$ cat src/rtl/seq_detector_param_pkg.sv
// Shared types and helpers for the parametrised serial pattern detector.
package seq_det_pkg;

  typedef enum logic {
    IDLE  = 1'b0,
    ARMED = 1'b1
  } state_e;

  // Width needed to hold any length from 0 up to pat_w inclusive.
  function automatic int len_w(input int pat_w);
    return $clog2(pat_w + 1);
  endfunction

endpackage

$ cat src/rtl/seq_detector_param_if.sv
// Configuration, serial input and result signals of the pattern detector.
interface seq_detector_param_if
  import seq_det_pkg::*;
#(
  parameter int PAT_W = 8,
  parameter int CNT_W = 16
);
  localparam int LEN_W = len_w(PAT_W);

  // No back-pressure: in_bit is consumed on every edge where in_valid is high
  // and cfg_we is low; match is a one-cycle registered pulse.
  logic             cfg_we;
  logic [PAT_W-1:0] cfg_pattern;
  logic [LEN_W-1:0] cfg_len;
  logic             cfg_overlap;
  logic             in_valid;
  logic             in_bit;
  logic             cnt_clr;
  logic             armed;
  logic             match;
  logic [CNT_W-1:0] match_count;
  state_e           dbg_state;

  modport master (
    output cfg_we, cfg_pattern, cfg_len, cfg_overlap, in_valid, in_bit, cnt_clr,
    input  armed, match, match_count, dbg_state
  );

  modport slave (
    input  cfg_we, cfg_pattern, cfg_len, cfg_overlap, in_valid, in_bit, cnt_clr,
    output armed, match, match_count, dbg_state
  );

endinterface

$ cat src/rtl/seq_detector_param_sat_counter.sv
// Saturating up-counter; a clear that coincides with an increment leaves 1.
module sat_counter #(
  parameter int W = 16
) (
  input  logic         clk,
  input  logic         rst,
  input  logic         inc,
  input  logic         clr,
  output logic [W-1:0] count
);

  always_ff @(posedge clk) begin
    if (rst) begin
      count <= '0;
    end else if (clr) begin
      count <= inc ? W'(1) : '0;
    end else if (inc && (count != '1)) begin
      count <= count + W'(1);
    end
  end

endmodule

$ cat src/rtl/seq_detector_param.sv
// Runtime-loadable serial pattern detector with overlap control and a
// saturating match counter.
module seq_detector_param
  import seq_det_pkg::*;
#(
  parameter int PAT_W = 8,
  parameter int CNT_W = 16
) (
  input logic clk,
  input logic rst,
  seq_detector_param_if.slave bus
);

  localparam int LEN_W = len_w(PAT_W);
  localparam logic [LEN_W-1:0] PAT_L = LEN_W'(PAT_W);

  state_e           state_q, state_d;
  logic [PAT_W-1:0] pattern_q, pattern_d;
  logic [LEN_W-1:0] len_q, len_d;
  logic             overlap_q, overlap_d;
  logic [PAT_W-1:0] hist_q, hist_d;
  logic [LEN_W-1:0] fill_q, fill_d;
  logic             match_q;

  logic [PAT_W-1:0] hist_shift;
  logic [LEN_W-1:0] fill_inc;
  logic [LEN_W-1:0] eff_len;
  logic [PAT_W-1:0] mask;
  logic             accept;
  logic             hit;

  assign hist_shift = {hist_q[PAT_W-2:0], bus.in_bit};
  assign fill_inc   = (fill_q == PAT_L) ? fill_q : fill_q + LEN_W'(1);
  assign eff_len    = (bus.cfg_len > PAT_L) ? PAT_L : bus.cfg_len;

  // Only the low len bits take part in the compare.
  always_comb begin
    mask = '0;
    for (int i = 0; i < PAT_W; i++) begin
      mask[i] = (LEN_W'(i) < len_q);
    end
  end

  assign accept = (state_q == ARMED) && bus.in_valid && !bus.cfg_we;
  assign hit    = accept && (fill_inc >= len_q) &&
                  (((hist_shift ^ pattern_q) & mask) == '0);

  always_comb begin
    state_d   = state_q;
    pattern_d = pattern_q;
    len_d     = len_q;
    overlap_d = overlap_q;
    hist_d    = hist_q;
    fill_d    = fill_q;
    if (bus.cfg_we) begin
      pattern_d = bus.cfg_pattern;
      len_d     = eff_len;
      overlap_d = bus.cfg_overlap;
      hist_d    = '0;
      fill_d    = '0;
      state_d   = (eff_len == '0) ? IDLE : ARMED;
    end else if (accept) begin
      hist_d = hist_shift;
      // Non-overlapping mode needs len fresh bits after every hit.
      fill_d = (hit && !overlap_q) ? '0 : fill_inc;
    end
  end

  always_ff @(posedge clk) begin
    if (rst) begin
      state_q   <= IDLE;
      pattern_q <= '0;
      len_q     <= '0;
      overlap_q <= 1'b0;
      hist_q    <= '0;
      fill_q    <= '0;
      match_q   <= 1'b0;
    end else begin
      state_q   <= state_d;
      pattern_q <= pattern_d;
      len_q     <= len_d;
      overlap_q <= overlap_d;
      hist_q    <= hist_d;
      fill_q    <= fill_d;
      match_q   <= hit;
    end
  end

  sat_counter #(.W(CNT_W)) u_cnt (
    .clk   (clk),
    .rst   (rst),
    .inc   (hit),
    .clr   (bus.cnt_clr),
    .count (bus.match_count)
  );

  assign bus.armed     = (state_q == ARMED);
  assign bus.match     = match_q;
  assign bus.dbg_state = state_q;

endmodule

$ cat src/flat_wrapper.sv
// flat-port wrapper written by rule: the top's interface ports become plain ports
module seq_detector_param_flat import seq_det_pkg::*;
#(
  parameter int PAT_W = 8,
  parameter int CNT_W = 16
)
  (clk, rst, bus_cfg_we, bus_cfg_pattern, bus_cfg_len, bus_cfg_overlap, bus_in_valid, bus_in_bit, bus_cnt_clr, bus_armed, bus_match, bus_match_count, bus_dbg_state);
  seq_detector_param_if #(.PAT_W(PAT_W), .CNT_W(CNT_W)) bus_i ();
  input logic clk;
  input logic rst;
  input wire logic [$bits(bus_i.cfg_we)-1:0] bus_cfg_we;
  input wire logic [$bits(bus_i.cfg_pattern)-1:0] bus_cfg_pattern;
  input wire logic [$bits(bus_i.cfg_len)-1:0] bus_cfg_len;
  input wire logic [$bits(bus_i.cfg_overlap)-1:0] bus_cfg_overlap;
  input wire logic [$bits(bus_i.in_valid)-1:0] bus_in_valid;
  input wire logic [$bits(bus_i.in_bit)-1:0] bus_in_bit;
  input wire logic [$bits(bus_i.cnt_clr)-1:0] bus_cnt_clr;
  output wire logic [$bits(bus_i.armed)-1:0] bus_armed;
  output wire logic [$bits(bus_i.match)-1:0] bus_match;
  output wire logic [$bits(bus_i.match_count)-1:0] bus_match_count;
  output wire logic [$bits(bus_i.dbg_state)-1:0] bus_dbg_state;
  assign bus_i.cfg_we = bus_cfg_we;
  assign bus_i.cfg_pattern = bus_cfg_pattern;
  assign bus_i.cfg_len = bus_cfg_len;
  assign bus_i.cfg_overlap = bus_cfg_overlap;
  assign bus_i.in_valid = bus_in_valid;
  assign bus_i.in_bit = bus_in_bit;
  assign bus_i.cnt_clr = bus_cnt_clr;
  assign bus_armed = bus_i.armed;
  assign bus_match = bus_i.match;
  assign bus_match_count = bus_i.match_count;
  assign bus_dbg_state = bus_i.dbg_state;
  seq_detector_param #(.PAT_W(PAT_W), .CNT_W(CNT_W)) u_core (.clk(clk), .rst(rst), .bus(bus_i));
endmodule
$ cat config.mk
export PLATFORM = sky130hd
export DESIGN_NAME = seq_detector_param_flat
export DESIGN_NICKNAME = d
export VERILOG_FILES = /design/src/rtl/seq_detector_param_pkg.sv /design/src/rtl/seq_detector_param_if.sv /design/src/rtl/seq_detector_param_sat_counter.sv /design/src/rtl/seq_detector_param.sv /design/src/flat_wrapper.sv
export SDC_FILE = /design/constraint.sdc
export NUM_CORES = 1
export LEC_CHECK = 0
export BUFFER_PORTS_ARGS = -buffer_cell sky130_fd_sc_hd__buf_2
export CAP_MARGIN = 20
export CORE_MARGIN = 2
export CORE_UTILIZATION = 50
export DETAILED_ROUTE_END_ITERATION = 7
export PLACE_DENSITY = 0.8
export SLEW_MARGIN = 5
export SYNTH_ARGS = -nofsm -noshare
export SYNTH_HDL_FRONTEND = slang
export SYNTH_SLANG_ARGS = --single-unit
$ cat constraint.sdc
create_clock -name clk -period 2.6 [get_ports clk]
set_input_delay 0.39 -clock clk [delete_from_list [all_inputs] [get_ports clk]]
set_output_delay 0.39 -clock clk [all_outputs]
set_load 0.01 [all_outputs]
==> summary.txt <==
Final layout
  • Commonest non-fill, non-tap cell in the layout: sky130_fd_sc_hd__dfxtp_1
  • Core occupancy in the finished layout: 68.5%
  • Layout cells sized above 1: 32.4%
  • # fillers: 304
  • Number of nets in the layout: 312
  • # diodes: 0
  • Layout area overhead: 31.2%
  • Commonest non-fill, non-tap cells in the layout: sky130_fd_sc_hd__dfxtp_1 (40), sky130_fd_sc_hd__buf_2 (37), sky130_fd_sc_hd__a21oi_1 (21)

Status
  • Failing checks: negative setup slack
  • Status: complete, but fails checks

Synth
  • Net count after synthesis: 270
  • Flop and latch count out of synthesis: 42
  • Area share of the largest cell type after synthesis: 40.0%
  • Share of synthesized area occupied by flip-flops and latches: 40.0%
  • Number of instances in the synthesized netlist: 244
  • Synth cell types: 39
  • Top area cells in the synthesized netlist: sky130_fd_sc_hd__dfxtp_1 (40%), sky130_fd_sc_hd__a21oi_1 (6.2%), sky130_fd_sc_hd__mux2i_1 (5.2%)
  • Cell type with the highest aggregate area in the netlist: sky130_fd_sc_hd__dfxtp_1
  • Post-synthesis instance area: 2100 sq um
  • Synthesized area divided by synthesized cell count: 8.62 sq um
  • Total number of yosys warnings: 0

Global routing
  • First-pass GRT wire length: 7600 um
  • Sum of overflow across all layers after global routing: 0
  • Pin count of the biggest net entering global routing: 27
  • Vias in the first global route: 1635
  • All-layer global routing usage: 21.4%
  • Antenna violations before repair: 0

Setup path
  • Data required, critical path: 2850 ps
  • Ordered list of cells on the worst path: inv_2 > ha_4 > nand2_4 > nand2_2 > mux2i_2 > ha_2 > o21ai_2 > a2111oi_4 > nand4_4 > buf_12 > buf_6 > or4_4 > a21oi_2
  • End of the worst register-to-register path: u_core.u_cnt.count[7]
  • Kind of end point of the critical path: flop
  • Worst r2r src: u_core.fill_q[0]
  • Worst Setup Path Type: flop to flop
  • Slowest cell on crit path: sky130_fd_sc_hd__or4_4
  • Maximum fanout encountered on the critical timing path: 5
  • Arrival time worst endpoint: 3040 ps
  • Max incr delay on CP: 500 ps
  • Combined buffer and inverter count along the critical path: 3
  • Internal reg-to-reg setup slack: -190 ps
  • Depth of the worst register-to-register path: 13
  • Largest delay contributor family on the critical path: simple AND/OR/NAND/NOR gates
  • Critical Path Source Type: flop

Timing
  • Setup TNS: -2170 ps
  • Minimum clock period after layout: 2790 ps
  • RSZ-0062 raised after global routing: yes
  • Top achievable clock speed: 0.358 GHz
  • Count of pins over their slew limit: 0
  • Final setup viols: 16
  • Worst hold slack across all endpoints: 310 ps
  • Worst slew pin tran: 1000 ps
  • Clock skew: 12.6 ps
  • Tcrit/Tclk final: 107%
  • Relative slew margins: 33.1%
  • Final Worst Setup Slack: -193 ps
  • Final hold violation count: 0

Route
  • Via density per instance: 5.97
  • Post-DRT Antenna Nets: 0
  • Router iterations before antenna repair: 5
  • Vias after detailed routing: 2013
  • Number of design-rule violations left by the first detailed-router iteration: 216
  • Post-DR wirelength/cell: 15.8 um
  • Drc violations: 0
  • Total length of routed wires: 5340 um

CTS
  • Max H-tree Level: 2
  • Number of sinks driven by the clock tree: 42
  • Root cell of the clock tree: sky130_fd_sc_hd__clkbuf_8
  • CTS tree: done
  • Maximum buffer depth of the clock tree: 2
  • Later-pin clock latency in the skew report: 310 ps
  • Number of buffers added by the clock tree synthesis step: 5
  • Clock-pin slew on the worst setup and hold paths: 80 ps

Worst hold path
  • Hold EP: u_core.pattern_q[6]
  • Hold WC Path Type: primary input to flop
  • Number of cells on the worst hold path: 3
  • Hold Startpoint: bus_cfg_pattern[6]

Run
  • Max-cap viol count: 0

Floorplanning
  • Area of the die: 4740 sq um
  • Die Y-Extent: 68.9 um
  • Top-Level Pins: 38
  • Initial standard-cell utilization of the core: 52.2%
  • Die W: 68.9 um
  • Area of the core region: 4030 sq um
  • Row Count: 23

Placed design
  • Estimated wirelength of the detail-placed design: 3080 um
  • GP Congestion: 0.788
  • Buffers on Ports: 37

Power
  • Static power due to leakage: 0.00104 uW
  • Power Dens Cells: 481 nW/um^2
  • Worst vdd ir: 384 uV
power by group:
group,switching (uW),internal [uW]
Combinational,71.5,64.2
Sequential,12.7,657
Clock,237,287
Total,321,1010
tightest hold or removal path: stages:
cell and delay [ps]:
sky130_fd_sc_hd__buf_2 70, sky130_fd_sc_hd__mux2i_1 50, sky130_fd_sc_hd__nor2_1 70
registers in the layout, summed over array words and instances (netlist names):
signal / flops
u_core.u_cnt.count: 16
u_core.bus.match: 1
u_core.fill_q: 4
u_core.overlap_q: 1
u_core.hist_q: 7
u_core.bus.armed: 1
u_core.len_q: 4
u_core.pattern_q: 8
layout make-up:
type                            instances  area [sq um]  area share (%)
Multi-Input combinational cell        178          1350            48.8
Tap cell                               50          62.6            2.27
Clock inverter                          2          37.5            1.36
Clock buffer                            6          72.6            2.63
Sequential cell                        42           843            30.6
Timing Repair Buffer                   51           368            13.3
Inverter                                8          30.0            1.09
synth_stat cells:
cell type / count
sky130_fd_sc_hd__ha_1: 7
sky130_fd_sc_hd__buf_4: 1
sky130_fd_sc_hd__or3_1: 1
sky130_fd_sc_hd__clkbuf_1: 9
sky130_fd_sc_hd__a2111oi_4: 1
sky130_fd_sc_hd__a2bb2oi_1: 3
sky130_fd_sc_hd__nor3b_1: 2
sky130_fd_sc_hd__nor2_1: 21
sky130_fd_sc_hd__o41ai_1: 1
sky130_fd_sc_hd__o31ai_1: 12
sky130_fd_sc_hd__mux2i_1: 11
sky130_fd_sc_hd__or2_2: 2
sky130_fd_sc_hd__a32o_1: 3
sky130_fd_sc_hd__a31oi_1: 2
sky130_fd_sc_hd__and2_1: 1
sky130_fd_sc_hd__nand2b_1: 3
sky130_fd_sc_hd__or4_1: 12
sky130_fd_sc_hd__nor3_1: 1
sky130_fd_sc_hd__a21oi_1: 26
sky130_fd_sc_hd__inv_1: 8
sky130_fd_sc_hd__o32ai_1: 1
sky130_fd_sc_hd__and3_1: 6
sky130_fd_sc_hd__nand4_2: 1
sky130_fd_sc_hd__nor4_1: 1
sky130_fd_sc_hd__nor2b_1: 2
sky130_fd_sc_hd__nor2_2: 1
sky130_fd_sc_hd__xor2_1: 2
sky130_fd_sc_hd__buf_2: 3
sky130_fd_sc_hd__nand3_1: 11
sky130_fd_sc_hd__buf_1: 3
sky130_fd_sc_hd__nand2_1: 21
sky130_fd_sc_hd__xnor2_1: 9
sky130_fd_sc_hd__nand4_1: 1
sky130_fd_sc_hd__dfxtp_1: 42
sky130_fd_sc_hd__nor4b_1: 1
sky130_fd_sc_hd__o21ai_0: 6
sky130_fd_sc_hd__a2111oi_0: 1
sky130_fd_sc_hd__and4_1: 3
sky130_fd_sc_hd__o211ai_1: 2
metrics by stage:
step,setup slack [ps],instance area (sq um),power [uW],std cells
2_1_floorplan,33.5,2110,755,244
3_3_place_gp,-14.2,2340,788,321
3_5_place_dp,-69.9,2340,791,321
4_1_cts,-48.5,2580,1310,333
5_1_grt,-326,2760,1370,337
6_report,-193,2760,1330,337
worst max path at each step:
stage / cells past startpoint / slack [ps] / endpoint / startpoint
after floorplan: 12 / 30 / u_core.u_cnt.count[10] / u_core.fill_q[0]
after global placement: 12 / -10 / u_core.u_cnt.count[9] / u_core.fill_q[0]
after detailed placement: 12 / -70 / u_core.u_cnt.count[3] / u_core.fill_q[0]
after CTS: 12 / -50 / u_core.u_cnt.count[3] / u_core.fill_q[0]
after global routing: 13 / -330 / u_core.u_cnt.count[14] / u_core.fill_q[0]
final: 13 / -190 / u_core.u_cnt.count[7] / u_core.fill_q[0]
layer usage:
| layer | GRT usage (%) | vias to the layer above | routed length (um) |
|---|---|---|---|
| met1 | 29.5 | 940 | 2380 |
| met2 | 32.3 | 91 | 2550 |
| met3 | 6.01 | 10 | 313 |
| li1 | - | 972 | - |
| met5 | 0 | - | 0 |
| met4 | 6.62 | 0 | 91 |
cells by family (layout without fill, tap and decap cells):
group / Yosys count / in the layout / synth area share (%)
buffers and inverters: 24 / 67 / 4.64
muxes: 11 / 11 / 5.24
AOI/OAI and AO/OA: 58 / 58 / 18.4
and+or+nand+nor: 91 / 91 / 23.0
xor gates and xnor gates: 11 / 11 / 4.58
adders and majority gates: 7 / 7 / 4.16
DFF: 42 / 42 / 40.0
repair_timing:
| action | in CTS | in global routing |
|---|---|---|
| buffers inserted | 2 | 4 |
| pin swaps | 11 | 19 |
| resized for setup | 16 | 28 |
| hold endpoints to repair | 0 | 0 |
| gates cloned | 2 | 0 |
| hold buffers | 0 | 0 |
| endpoints found under the setup margin | 12 | 21 |
(Power assumes the default switching activity.)
